[src/rtl/f_accum_max.sv]
// f_accum_max: streaming signed running-maximum over a programmable window
// of strideMinusOne+1 samples, with a start delay counted in running cycles.
// out0 shows the running max of the current window and holds the final
// window result until the first sample of the next window overwrites it.
module f_accum_max #(
  parameter int DATA_W  = 8,
  parameter int DELAY_W = 2
) (
  input  logic                      clk,
  input  logic                      rst,
  input  logic                      run,
  input  logic                      running,
  input  logic        [DELAY_W-1:0] strideMinusOne,
  input  logic        [DELAY_W-1:0] delay0,
  input  logic signed [DATA_W-1:0]  in0,
  output logic signed [DATA_W-1:0]  out0
);

  logic signed [DATA_W-1:0]  acc;
  logic        [DELAY_W-1:0] delay_cnt;
  logic        [DELAY_W-1:0] win_cnt;
  logic        [DELAY_W-1:0] stride_r;
  logic                      accept;
  logic                      win_first;
  logic                      win_last;

  // Two's-complement maximum; ties keep the accumulator value.
  function automatic logic signed [DATA_W-1:0] smax(
    input logic signed [DATA_W-1:0] a,
    input logic signed [DATA_W-1:0] b
  );
    return (b > a) ? b : a;
  endfunction

  assign accept    = running && !run && (delay_cnt == '0);
  assign win_first = (win_cnt == '0);
  assign win_last  = (win_cnt == stride_r);
  assign out0      = acc;

  // Control: configuration latch on run, delay countdown, window position.
  always_ff @(posedge clk or negedge rst) begin
    if (!rst) begin
      delay_cnt <= '0;
      win_cnt   <= '0;
      stride_r  <= '0;
    end else if (run) begin
      delay_cnt <= delay0;
      stride_r  <= strideMinusOne;
      win_cnt   <= '0;
    end else if (running) begin
      if (delay_cnt != '0) begin
        delay_cnt <= delay_cnt - 1'b1;
      end else if (win_last) begin
        win_cnt <= '0;
      end else begin
        win_cnt <= win_cnt + 1'b1;
      end
    end
  end

  // Accumulator: first sample of a window loads, later samples take the max.
  always_ff @(posedge clk or negedge rst) begin
    if (!rst) begin
      acc <= '0;
    end else if (accept) begin
      acc <= win_first ? in0 : smax(acc, in0);
    end
  end

endmodule

[config.mk]
export PLATFORM = sky130hd
export DESIGN_NAME = f_accum_max
export DESIGN_NICKNAME = d
export VERILOG_FILES = /design/src/rtl/f_accum_max.sv
export SDC_FILE = /design/constraint.sdc
export NUM_CORES = 1
export LEC_CHECK = 0
export ABC_AREA = 1
export CORE_MARGIN = 4
export CORE_UTILIZATION = 45
export CTS_BUF_LIST = sky130_fd_sc_hd__clkbuf_8
export DETAILED_ROUTE_END_ITERATION = 12
export GPL_TIMING_DRIVEN = 0
export PLACE_DENSITY_LB_ADDON = 0.3
export SYNTH_ARGS = -nofsm -noshare
export SYNTH_HDL_FRONTEND = slang
export SYNTH_SLANG_ARGS = --single-unit
export TNS_END_PERCENT = 50
[constraint.sdc]
create_clock -name clk -period 1.9 [get_ports clk]
set_clock_uncertainty 0.1 [all_clocks]
set_input_delay 0.38 -clock clk [delete_from_list [all_inputs] [get_ports clk]]
set_output_delay 0.38 -clock clk [all_outputs]
set_load 0.02 [all_outputs]
==> run_results.csv <==
group,metric,value,unit
die,num_rows,16,
synth,synth-adder-area-share,0.135,
timing,finalSetupTns,0,ns
synth,avgSynthCellArea,7.58,µm²
synth,synth_top_family_by_area,"simple AND/OR/NAND/NOR gates",
synth,yosysSeqAreaShare,0.379,
placed_design,dp_slack,-0.382,ns
synth,synth_seq_cells,14,
timing,setup_viol,0,
die,coreArea,1960,µm²
placed_design,place_area,1180,µm²
timing,slew_viol_final,0,
synth,postSynthCellCount,122,
timing,relSlewSlack,0.578,
setup_path,reg2reg_slack,0.07,ns
clock_network,clk_latency,0.24,ns
power_and_ir_drop,p_leak,0.000699,µW
detailed_routing,dr.first_iter.drc_count,14,
detailed_routing,drtPass1Iterations,4,
die,start_util,0.471,
cells_and_area,nNetsFinal,181,
min_path,hp-class,"input port to register",
synth,synth_compound_area_frac,0.0595,
detailed_routing,wl_per_cell,11.1,µm
synth,synth_mux_area_frac,0,
cells_and_area,area_growth,42.1,%
min_path,hold_start,"run",
placed_design,port_buffers,22,
die,die-area,2840,µm²
cells_and_area,final_cell_mix,"37 x nand2_1, 24 x inv_1, 14 x dfrtp_1, 14 x clkdlybuf4s50_1, 11 x nand3_1",
setup_path,critPathKind,"register to register",
clock_network,cts_made_buffers,3,
flow_run,cap_viol_max_count,0,
clock_network,cts_tree,"yes",
cells_and_area,final_common_cell,"nand2_1",
timing,whs,0.278,ns
global_routing,antenna_found_initial,0,
global_routing,grt_pass1_wl,3310,µm
timing,period_share,0.964,
clock_network,cts_root_buffer,"clkbuf_8",
clock_network,path_clk_slew,0.06,ns
global_routing,overflow,0,
clock_network,clock-sinks,14,
die,die_y,53.3,µm
timing,max_freq,0.546,GHz
synth,synth_area,925,µm²
synth,synthXorXnorAreaFrac,0,
timing,hold_viol_final,0,
timing,min_period,1.83,ns
placed_design,place.gp.congestion,0.688,
cells_and_area,drive_gt1_frac,0.157,
global_routing,grt_start_max_net_pins,15,
timing,max_slew.worst_pin.slew,0.631,ns
clock_network,cts_buffer_depth,2,
power_and_ir_drop,p_total,1630,µW
setup_path,r2r_start,"out0[6]",
synth,ys_warn_count,0,
cells_and_area,diodes,0,
global_routing,grt_usage,0.163,
cells_and_area,final_area,1310,µm²
synth,syn_nets,148,
detailed_routing,vias,834,
synth,synth.distinct_cells,13,
die,io_pins,24,
setup_path,cp-end-kind,"register",
detailed_routing,drc,0,
placed_design,dp_hpwl,1480,µm
synth,synthSimpleGateAreaFrac,0.296,
detailed_routing,final_antenna_net_count,0,
die,dieWidth,53.3,µm
detailed_routing,drt-total-wl,2000,µm
status,outcome,"complete, no violations",
setup_path,cp.required,1.93,ns
power_and_ir_drop,ir_drop,0.000682,V
setup_path,arrival,1.86,ns
setup_path,cp-start-kind,"register",
clock_network,htree_levels,1,
power_and_ir_drop,p_per_area,1240,nW/µm²
detailed_routing,vias_per_cell,4.63,
timing,finalWorstSetupSlack,0.0683,ns
setup_path,crit_start,"out0[6]",
clock_network,hold_buffers,0,
setup_path,critPathMaxFanout,4,
global_routing,grt_pass1_vias,768,
## worst max-delay path: stages (launching register included)
cell,delay (ns)
dfrtp_1,0.36
inv_1,0.05
ha_1,0.28
nand2_2,0.09
inv_1,0.04
nand2_1,0.06
nand2_2,0.06
nor2_2,0.10
nand3_1,0.09
nand3_2,0.13
nand2_4,0.09
buf_12,0.14
nand3_1,0.06
nand2_1,0.06
## through the flow
stage | utilization | std cells
global route | 0.670 | 180
global placement | 0.601 | 171
detailed placement | 0.601 | 171
finish | 0.670 | 180
CTS | 0.639 | 176
floorplan | - | 122
## power breakdown
part           switching [µW]  internal, µW  total, µW
clock                    98.4           140        238
combinational             491           432        922
sequential               70.7           400        471
## final timing paths
path | cells past startpoint | end
max | 13 | out0[6]
min | 2 | stride_r[1]
max reg2reg | 13 | out0[6]
min reg2reg | 2 | out0[3]
max in group asynchronous | 1 | out0[1]
min in group asynchronous | 1 | out0[3]
## cell families (layout without fill, tap and decap cells)
family,count (synthesis),in the layout
simple gates,59,60
fa+ha+maj,10,10
buf+inv,28,58
flops,14,14
compound gates,11,11
## per-layer routing
layer	up-vias	track usage	wire length (µm)
met1	362	0.194	886
met2	20	0.276	978
li1	446	-	-
met3	6	0.0366	96
met4	0	0.0766	42
met5	-	0	0
## cell type report
cell class	count	area, µm²
fillers	176	648
multi-input cells	81	507
flip-flops and latches	14	350
repair buffers	27	262
inverters	26	97.6
clock buffers	3	41.3
well taps	27	33.8
plain buffers	2	22.5
## Yosys cell counts
master   instances  area share
ha_1            10        0.14
nand4_1          2       0.014
a21oi_1          1      0.0054
nand2_1         40        0.16
dfrtp_1         14        0.38
o21ai_0         10       0.054
nand2_4          2       0.024
nor3_4           1       0.018
nand3_1         11       0.060
nand3_2          1       0.011
buf_6            2       0.024
inv_1           26        0.11
nor2_1           2      0.0081
## state kept, by name, summed over array words and instances, names as in the netlist
signal	flops
out0	8
delay_cnt	2
stride_r	2
win_cnt	2
## what timing repair did
action | CTS | global route
setup buffers | 1 | 4
setup endpoints to repair | 8 | 8
resized for setup | 11 | 8
pin swaps | 10 | 8
cloned | 1 | 0
Power figures use the tool's default switching activity.
